### src/rtl/mem_bus_arbiter.sv
// Memory bus arbiter: shares one bus between fetch (I) and data (D).
// One outstanding transaction; D priority with starvation guard and lock.
module mem_bus_arbiter #(
   parameter int STARVE_MAX = 4,
   parameter int TIMEOUT    = 255
) (
   input  logic        clk,
   input  logic        rst_n,
   input  logic        i_if_req,
   input  logic [31:0] i_if_addr,
   output logic        o_if_ack,
   output logic [31:0] o_if_rdata,
   output logic        o_if_abort,
   input  logic        i_dm_req,
   input  logic        i_dm_we,
   input  logic [31:0] i_dm_addr,
   input  logic [31:0] i_dm_wdata,
   input  logic [3:0]  i_dm_be,
   input  logic        i_dm_lock,
   output logic        o_dm_ack,
   output logic [31:0] o_dm_rdata,
   output logic        o_dm_abort,
   output logic        o_bus_req,
   output logic        o_bus_we,
   output logic [31:0] o_bus_addr,
   output logic [31:0] o_bus_wdata,
   output logic [3:0]  o_bus_be,
   output logic        o_bus_src,
   input  logic        i_bus_ack,
   input  logic [31:0] i_bus_rdata,
   input  logic        i_bus_err
);

   localparam int SW = $clog2(STARVE_MAX + 1);
   localparam int TW = $clog2(TIMEOUT + 1);

   localparam logic [1:0] S_IDLE = 2'd0;
   localparam logic [1:0] S_BUS  = 2'd1;
   localparam logic [1:0] S_RESP = 2'd2;

   logic [1:0]    state_q, state_d;
   logic [SW-1:0] starve_q, starve_d;
   logic [TW-1:0] tmo_q, tmo_d;
   logic          bus_req_q, bus_req_d;
   logic          bus_we_q, bus_we_d;
   logic [31:0]   bus_addr_q, bus_addr_d;
   logic [31:0]   bus_wdata_q, bus_wdata_d;
   logic [3:0]    bus_be_q, bus_be_d;
   logic          bus_src_q, bus_src_d;
   logic          if_ack_q, if_ack_d;
   logic          if_abort_q, if_abort_d;
   logic [31:0]   if_rdata_q, if_rdata_d;
   logic          dm_ack_q, dm_ack_d;
   logic          dm_abort_q, dm_abort_d;
   logic [31:0]   dm_rdata_q, dm_rdata_d;

   logic          starved;
   logic          d_win;
   logic          i_win;
   logic          done;
   logic          ok;

   // Arbitration, bus sequencing and completion reporting
   always_comb begin
      state_d     = state_q;
      starve_d    = starve_q;
      tmo_d       = tmo_q;
      bus_req_d   = bus_req_q;
      bus_we_d    = bus_we_q;
      bus_addr_d  = bus_addr_q;
      bus_wdata_d = bus_wdata_q;
      bus_be_d    = bus_be_q;
      bus_src_d   = bus_src_q;
      if_ack_d    = 1'b0;
      if_abort_d  = 1'b0;
      if_rdata_d  = if_rdata_q;
      dm_ack_d    = 1'b0;
      dm_abort_d  = 1'b0;
      dm_rdata_d  = dm_rdata_q;

      starved = i_if_req && (starve_q == SW'(STARVE_MAX));
      d_win   = i_dm_req && (i_dm_lock || !starved);
      i_win   = i_if_req && !d_win;
      done    = i_bus_ack || i_bus_err ||
                (tmo_q == TW'(TIMEOUT - 1));
      ok      = i_bus_ack && !i_bus_err;

      unique case (state_q)
         S_IDLE: begin
            if (d_win) begin
               state_d     = S_BUS;
               tmo_d       = '0;
               bus_req_d   = 1'b1;
               bus_we_d    = i_dm_we;
               bus_addr_d  = i_dm_addr;
               bus_wdata_d = i_dm_wdata;
               bus_be_d    = i_dm_be;
               bus_src_d   = 1'b1;
               // locked bursts do not count against fetch
               if (!i_dm_lock && i_if_req &&
                   starve_q != SW'(STARVE_MAX))
                  starve_d = starve_q + SW'(1);
            end else if (i_win) begin
               state_d     = S_BUS;
               tmo_d       = '0;
               bus_req_d   = 1'b1;
               bus_we_d    = 1'b0;
               bus_addr_d  = i_if_addr;
               bus_wdata_d = '0;
               bus_be_d    = 4'hF;
               bus_src_d   = 1'b0;
               starve_d    = '0;
            end
         end
         S_BUS: begin
            tmo_d = tmo_q + TW'(1);
            if (done) begin
               state_d   = S_RESP;
               bus_req_d = 1'b0;
               // err beats ack; timeout also aborts
               if (bus_src_q) begin
                  dm_ack_d   = ok;
                  dm_abort_d = !ok;
                  dm_rdata_d = ok ? i_bus_rdata : '0;
               end else begin
                  if_ack_d   = ok;
                  if_abort_d = !ok;
                  if_rdata_d = ok ? i_bus_rdata : '0;
               end
            end
         end
         S_RESP: begin
            state_d = S_IDLE;
         end
         default: begin
            state_d   = S_IDLE;
            bus_req_d = 1'b0;
         end
      endcase
   end

   // State registers with synchronous active-low reset
   always_ff @(posedge clk) begin
      if (!rst_n) begin
         state_q     <= S_IDLE;
         starve_q    <= '0;
         tmo_q       <= '0;
         bus_req_q   <= 1'b0;
         bus_we_q    <= 1'b0;
         bus_addr_q  <= '0;
         bus_wdata_q <= '0;
         bus_be_q    <= '0;
         bus_src_q   <= 1'b0;
         if_ack_q    <= 1'b0;
         if_abort_q  <= 1'b0;
         if_rdata_q  <= '0;
         dm_ack_q    <= 1'b0;
         dm_abort_q  <= 1'b0;
         dm_rdata_q  <= '0;
      end else begin
         state_q     <= state_d;
         starve_q    <= starve_d;
         tmo_q       <= tmo_d;
         bus_req_q   <= bus_req_d;
         bus_we_q    <= bus_we_d;
         bus_addr_q  <= bus_addr_d;
         bus_wdata_q <= bus_wdata_d;
         bus_be_q    <= bus_be_d;
         bus_src_q   <= bus_src_d;
         if_ack_q    <= if_ack_d;
         if_abort_q  <= if_abort_d;
         if_rdata_q  <= if_rdata_d;
         dm_ack_q    <= dm_ack_d;
         dm_abort_q  <= dm_abort_d;
         dm_rdata_q  <= dm_rdata_d;
      end
   end

   assign o_bus_req   = bus_req_q;
   assign o_bus_we    = bus_we_q;
   assign o_bus_addr  = bus_addr_q;
   assign o_bus_wdata = bus_wdata_q;
   assign o_bus_be    = bus_be_q;
   assign o_bus_src   = bus_src_q;
   assign o_if_ack    = if_ack_q;
   assign o_if_abort  = if_abort_q;
   assign o_if_rdata  = if_rdata_q;
   assign o_dm_ack    = dm_ack_q;
   assign o_dm_abort  = dm_abort_q;
   assign o_dm_rdata  = dm_rdata_q;

endmodule

### config.mk
export PLATFORM = sky130hd
export DESIGN_NAME = mem_bus_arbiter
export DESIGN_NICKNAME = d
export VERILOG_FILES = /design/src/rtl/mem_bus_arbiter.sv
export SDC_FILE = /design/constraint.sdc
export NUM_CORES = 1
export LEC_CHECK = 0
export BUFFER_PORTS_ARGS = -buffer_cell sky130_fd_sc_hd__buf_2
export CAP_MARGIN = 20
export CORE_ASPECT_RATIO = 2
export CORE_MARGIN = 5
export CORE_UTILIZATION = 47
export DETAILED_ROUTE_END_ITERATION = 12
export PLACE_DENSITY = 0.81
export SYNTH_ARGS = -nofsm -noshare
export SYNTH_HDL_FRONTEND = slang
export SYNTH_SLANG_ARGS = --single-unit
### constraint.sdc
create_clock -name clk -period 2.1 [get_ports clk]
set_clock_uncertainty 0.15 [all_clocks]
set_input_delay 0.315 -clock clk [delete_from_list [all_inputs] [get_ports clk]]
set_output_delay 0.315 -clock clk [all_outputs]
set_load 0.02 [all_outputs]
======== After elaboration in Yosys (flattened, before gate mapping) ========
Index checks and enable logic that the tools add are counted.
storage, ports and cells
  bits in registers ....................... 152
  latch bits .............................. 0
  bits in writable memories ............... 0
  bits in read-only memories .............. 0
  input bits .............................. 140
  output and inout bits ................... 139
  word-level logic and storage cells ...... 80
  memories kept ........................... 0
operators by class
  add/sub/neg operators ................... 2
  $mul .................................... 0
  divide/modulo/power cells ............... 0
  magnitude comparators ................... 0
  eq/ne operators ......................... 8
  shift-type cells ........................ 0
  multiplexer cells ....................... 24
  bitwise logic cells ..................... 5
  reduce and logical (&&, ||, !) cells .... 26
operators by type and width
  cell                 count
  $mux 32              5
  $mux 8               2
  $pmux 8 s2           1
  $reduce_and 3->1     4
  $mux 3               3
  $add 8x1->8 const B  1
  $eq 8x8->1 const B   1
  $mux 4               2
  $logic_and 1x1->1    6
  $mux 1               6
  $mux 2               3
  $ne 3x3->1 const B   2
  $reduce_and 2->1     3
  $logic_not 1->1      5
  $not 1->1            5
  $pmux 2 s2           1
  $reduce_and 4->1     1
  $reduce_bool 2->1    2
  $reduce_or 4->1      1
  $add 3x1->3 const B  1
  $eq 3x3->1 const B   1
  $logic_or 1x1->1     3
  $pmux 1 s3           1
  $eq 2x1->1 const B   1
  other kinds (4)      4

======== Logic depth before layout (Yosys ltp) ========
  depth after elaboration ................. 10
  depth in mapped cells ................... 8
  gate-level depth less buffers ........... 6

======== Least setup slack after synthesis ========
No wires, ideal clock.
  kind .................................... flip-flop to flip-flop
  from .................................... register tmo_q[0]
  to ...................................... register if_rdata_q[25] (netlist: o_if_rdata[25])
  library setup time ...................... 0.076 ns
  arrival ................................. 1.583 ns
  required time ........................... 1.874 ns
  slack ................................... 0.292 ns
  cell stages (with the launch flop) ...... 9
  path buffers ............................ 2
  clock period less this slack ............ 1.808 ns
  cell sequence ........................... dfxtp_1 -> inv_1 -> ha_1 -> and3_1 -> a211oi_4 -> buf_6 -> buf_6 -> o21ai_0 -> a21boi_0
between the ends
  word-level cells in the longest chain between the ends .. 3
RTL lines
  what                        RTL line  source
  from (decl)                 43        logic [TW-1:0] tmo_q, tmo_d;
  from (signal assigned)      163       tmo_q <= tmo_d;
  $eq 8x8->1                  85        (tmo_q == TW'(TIMEOUT - 1));
  $logic_or 1x1->1            84        done = i_bus_ack || i_bus_err ||
  $reduce_and 3->1 (no line)  --
  to (signal assigned)        172       if_rdata_q <= if_rdata_d;
  to (decl)                   52        logic [31:0] if_rdata_q, if_rdata_d;
Every way passes these cells.
A chain may end at the register's enable or synchronous reset.

======== Final worst setup path ========
  from .................................... register tmo_q[0]
  to ...................................... register dm_rdata_q[29] (netlist: o_dm_rdata[29])
between the ends
  word-level cells in the longest chain between the ends .. 3
RTL lines
  what                        RTL line  source
  $eq 8x8->1                  85
  $logic_or 1x1->1            84
  $reduce_and 3->1 (no line)  --
  to (signal assigned)        175       dm_rdata_q <= dm_rdata_d;
  to (decl)                   55        logic [31:0] dm_rdata_q, dm_rdata_d;
Every way passes these cells.

==> flow_summary.toml <==
[global_route]
grt_pass1_vias = 6432
grt_first_pass_wirelength_um = 29800
track_usage = 0.244
grt_max_degree = 83
grt_overflow = 0
antenna_found_initial = 0

[clocking]
cts.htree.levels = 4
cts.sinks = 152
cts_tree = "built"
clk_pin_slew_worst_paths_ns = 0.06
cts_inserted_buffers = 17
clk_latency_ns = 0.40
cts_root_buf = "clkbuf_16"
clk_path_buf_depth = 2

[sta]
setup_viol = 0
max_slew_margin = 0.630
slew_violations = 0
fmax_ghz = 0.501
finalCriticalPeriod_ns = 1.99
tightest_slew_ns = 0.550
tns_ns = 0
period_share = 0.950
rsz0062_at_grt = "false"
worst_slack_ns = 0.105
timing.final.hold_violations = 0

[floorplanning]
core_area_um2 = 12600
placementRows = 58
initial_core_util = 0.475
fp.dieW_um = 89.7
pin_count = 279
die_area_um2 = 15200
die_h_um = 169

[placement]
dp_slack_ns = 0.141
dp_hpwl_um = 12200
dpl.cell_count = 1050
gp_congestion = 0.829
io_buffer_count = 278

[power_and_ir_drop]
switching_power_w = 0.00203
cellLeakagePower_nw = 3.97
power_frac_seq = 0.430
p_clk_frac = 0.408
ir_drop_v = 0.000607
power_frac_comb = 0.162
power.density_nw_per_um2 = 827
power.internal_w = 0.00524
p_sw_frac = 0.279

[routing]
wl_per_cell_um = 16.7
first_iter_violations = 328
num_vias = 6293
drt_wl_total_um = 19100
ant_nets = 0
viasPerCell = 5.49
firstDrtPassIters = 4
drc = 0

[final_layout]
areaGrowthSynthToFinish_pct = 47.2
fin_nets = 1128
layout-drive-gt1-share = 0.341
diodes = 0
instances_no_fill = 1147
nFillCells = 962

[worst_setup_path]
crit_path_max_fanout = 34
ff2ff_setup_slack_ns = 0.11
critPathLaunchType = "flop"
path_class = "reg2reg"
end_kind = "flop"
rr_startpoint = "tmo_q[0]"
cp.arrival_ns = 2.17
cp_data_required_time_ns = 2.28
ff2ff_path_depth = 8
reg2reg_to = "o_dm_rdata[29]"

[hold_path]
hold_class = "in2reg"
holdCritStartpoint = "i_if_addr[18]"
worstHoldPathCells = 3
worstHoldEndpoint = "o_bus_addr[18]"

[synthesis]
ys_types = 40
ys_ff_latch = 152
avgSynthCellArea_um2 = 8.93
synth-seq-area-share = 0.510
syn_nets = 812
syn_inst = 668
synth_warnings = 0
synth_area_um2 = 5970

[flow_run]
max-cap-violations = 0

[status]
status = "complete, no violations"
critical path, stage by stage, from the launching register on:
cell      delay (ns)
dfxtp_1         0.38
inv_1           0.06
ha_1            0.18
and3_1          0.20
a211oi_4        0.19
buf_4           0.18
buf_6           0.26
o21ai_0         0.13
a21boi_0        0.18
flip-flops by register name, summed over array words and instances (netlist names):
name and flops:
starve_q 3, o_if_ack 1, o_bus_req 1, o_bus_we 1
o_dm_ack 1, o_if_abort 1, o_bus_be 4, o_if_rdata 32
o_bus_addr 32, o_bus_wdata 32, o_bus_src 1, tmo_q 8
o_dm_abort 1, state_q 2, o_dm_rdata 32
cells in the final DEF, fill, tap and decap left out, drive strengths merged, types with 2 or more instances in the layout:
cell type and count:
nand3 67, nor2b 10, clkbuf 20, clkinv 3, a21boi 66, o22ai 2
dlygate4sd3 62, inv 10, buf 297, o221a 4, and2 6, ha 4
o21ai 104, nor3b 3, dfxtp 152, nand4 3, o21a 2, a31oi 32
nand4b 2, nor3 2, nand2 75, a22o 28, nand2b 4, clkinvlp 3
a32oi 5, and3 3, nor2 10, a21oi 7
worst max path at each step:
stage | depth (start not counted) | slack, ns | to | startpoint
2_1_floorplan | 8 | 0.29 | o_if_rdata[25] | tmo_q[0]
3_3_place_gp | 7 | 0.24 | o_dm_rdata[7] | tmo_q[0]
3_5_place_dp | 7 | 0.14 | o_dm_rdata[7] | tmo_q[0]
4_1_cts | 7 | 0.13 | o_dm_rdata[11] | tmo_q[0]
5_1_grt | 8 | 0.01 | o_dm_rdata[29] | tmo_q[0]
6_report | 8 | 0.11 | o_dm_rdata[29] | tmo_q[0]
synth_stat cells, drive strengths merged:
cell type  instances  area [µm²]
dfxtp            152        3040
o21ai            104         521
nand2             75         282
nand3             67         335
a21boi            66         495
clkbuf            42         164
a31oi             32         200
a22o              28         245
buf               21         118
nor2              10        42.5
nor2b             10        62.6
a21oi              7        35.0
and2               6        37.5
a32oi              5        43.8
ha                 4        50.1
inv                4        15.0
nand2b             4        25.0
o221a              4        45.0
and3               3        18.8
nand4              3        18.8
nor3b              3        22.5
nand4b             2        17.5
nor3               2        10.0
o21a               2        15.0
o22ai              2        12.5
a211o              1        8.76
a211oi             1        20.0
a21o               1        7.51
and4               1        11.3
mux2i              1        10.0
nor4               1        6.26
o31ai              1        7.51
or2                1        6.26
or3                1        6.26
xor2               1        8.76
power groups by stage:
stage          Clock (W)  Sequential, W  Combinational [W]
2_1_floorplan          0        0.00336           0.000423
3_3_place_gp           0        0.00318            0.00106
3_5_place_dp           0        0.00318            0.00107
4_1_cts          0.00303        0.00312            0.00116
5_1_grt          0.00315        0.00314            0.00127
6_report         0.00296        0.00312            0.00118
metal layers:
metal,GRT usage,vias to the layer above,wire length (µm)
li1,-,3026,-
met1,0.265,2934,6940
met5,0,-,0
met3,0.0651,45,1650
met2,0.427,288,9910
met4,0.111,0,612
cell type report:
cell class | instances | area (µm²) | share of cell area
timing repair buffer | 360 | 2310 | 0.263
clock inverter | 13 | 136 | 0.0155
sequential | 152 | 3040 | 0.346
tap | 150 | 188 | 0.0214
inverter | 4 | 15.0 | 0.00171
clock buffer | 19 | 443 | 0.0504
multi-input combinational | 449 | 2650 | 0.301
through the flow:
| stage | area (µm²) | power, W | util | hold slack [ns] |
|---|---|---|---|---|
| after floorplan | 5970 | 0.00378 | - | 0.241 |
| after global placement | 7550 | 0.00424 | 0.601 | 0.306 |
| after detailed placement | 7550 | 0.00425 | 0.601 | 0.310 |
| after CTS | 8750 | 0.00731 | 0.697 | 0.0000205 |
| after global routing | 8780 | 0.00756 | 0.700 | 0.0103 |
| final | 8780 | 0.00727 | 0.700 | 0.0111 |
kinds of logic (layout without fill, tap and decap cells):
family | count (synthesis) | count (layout) | synth area share
flip-flops | 152 | 152 | 0.510
buffers and inverters | 67 | 396 | 0.0497
AND/OR/NAND/NOR | 189 | 189 | 0.151
AO/OA/AOI/OAI | 254 | 254 | 0.278
adder cells (fa/ha/maj) | 4 | 4 | 0.00839
multiplexers | 1 | 1 | 0.00168
XOR/XNOR | 1 | 1 | 0.00147
repair_timing:
action	4_1_cts	5_1_grt
gates resized for setup	0	1
buffers inserted	0	1
endpoints found under the hold margin	55	0
endpoints found under the setup margin	0	4
hold buffers	62	0
Note: power is estimated with default switching activity, not from simulation.
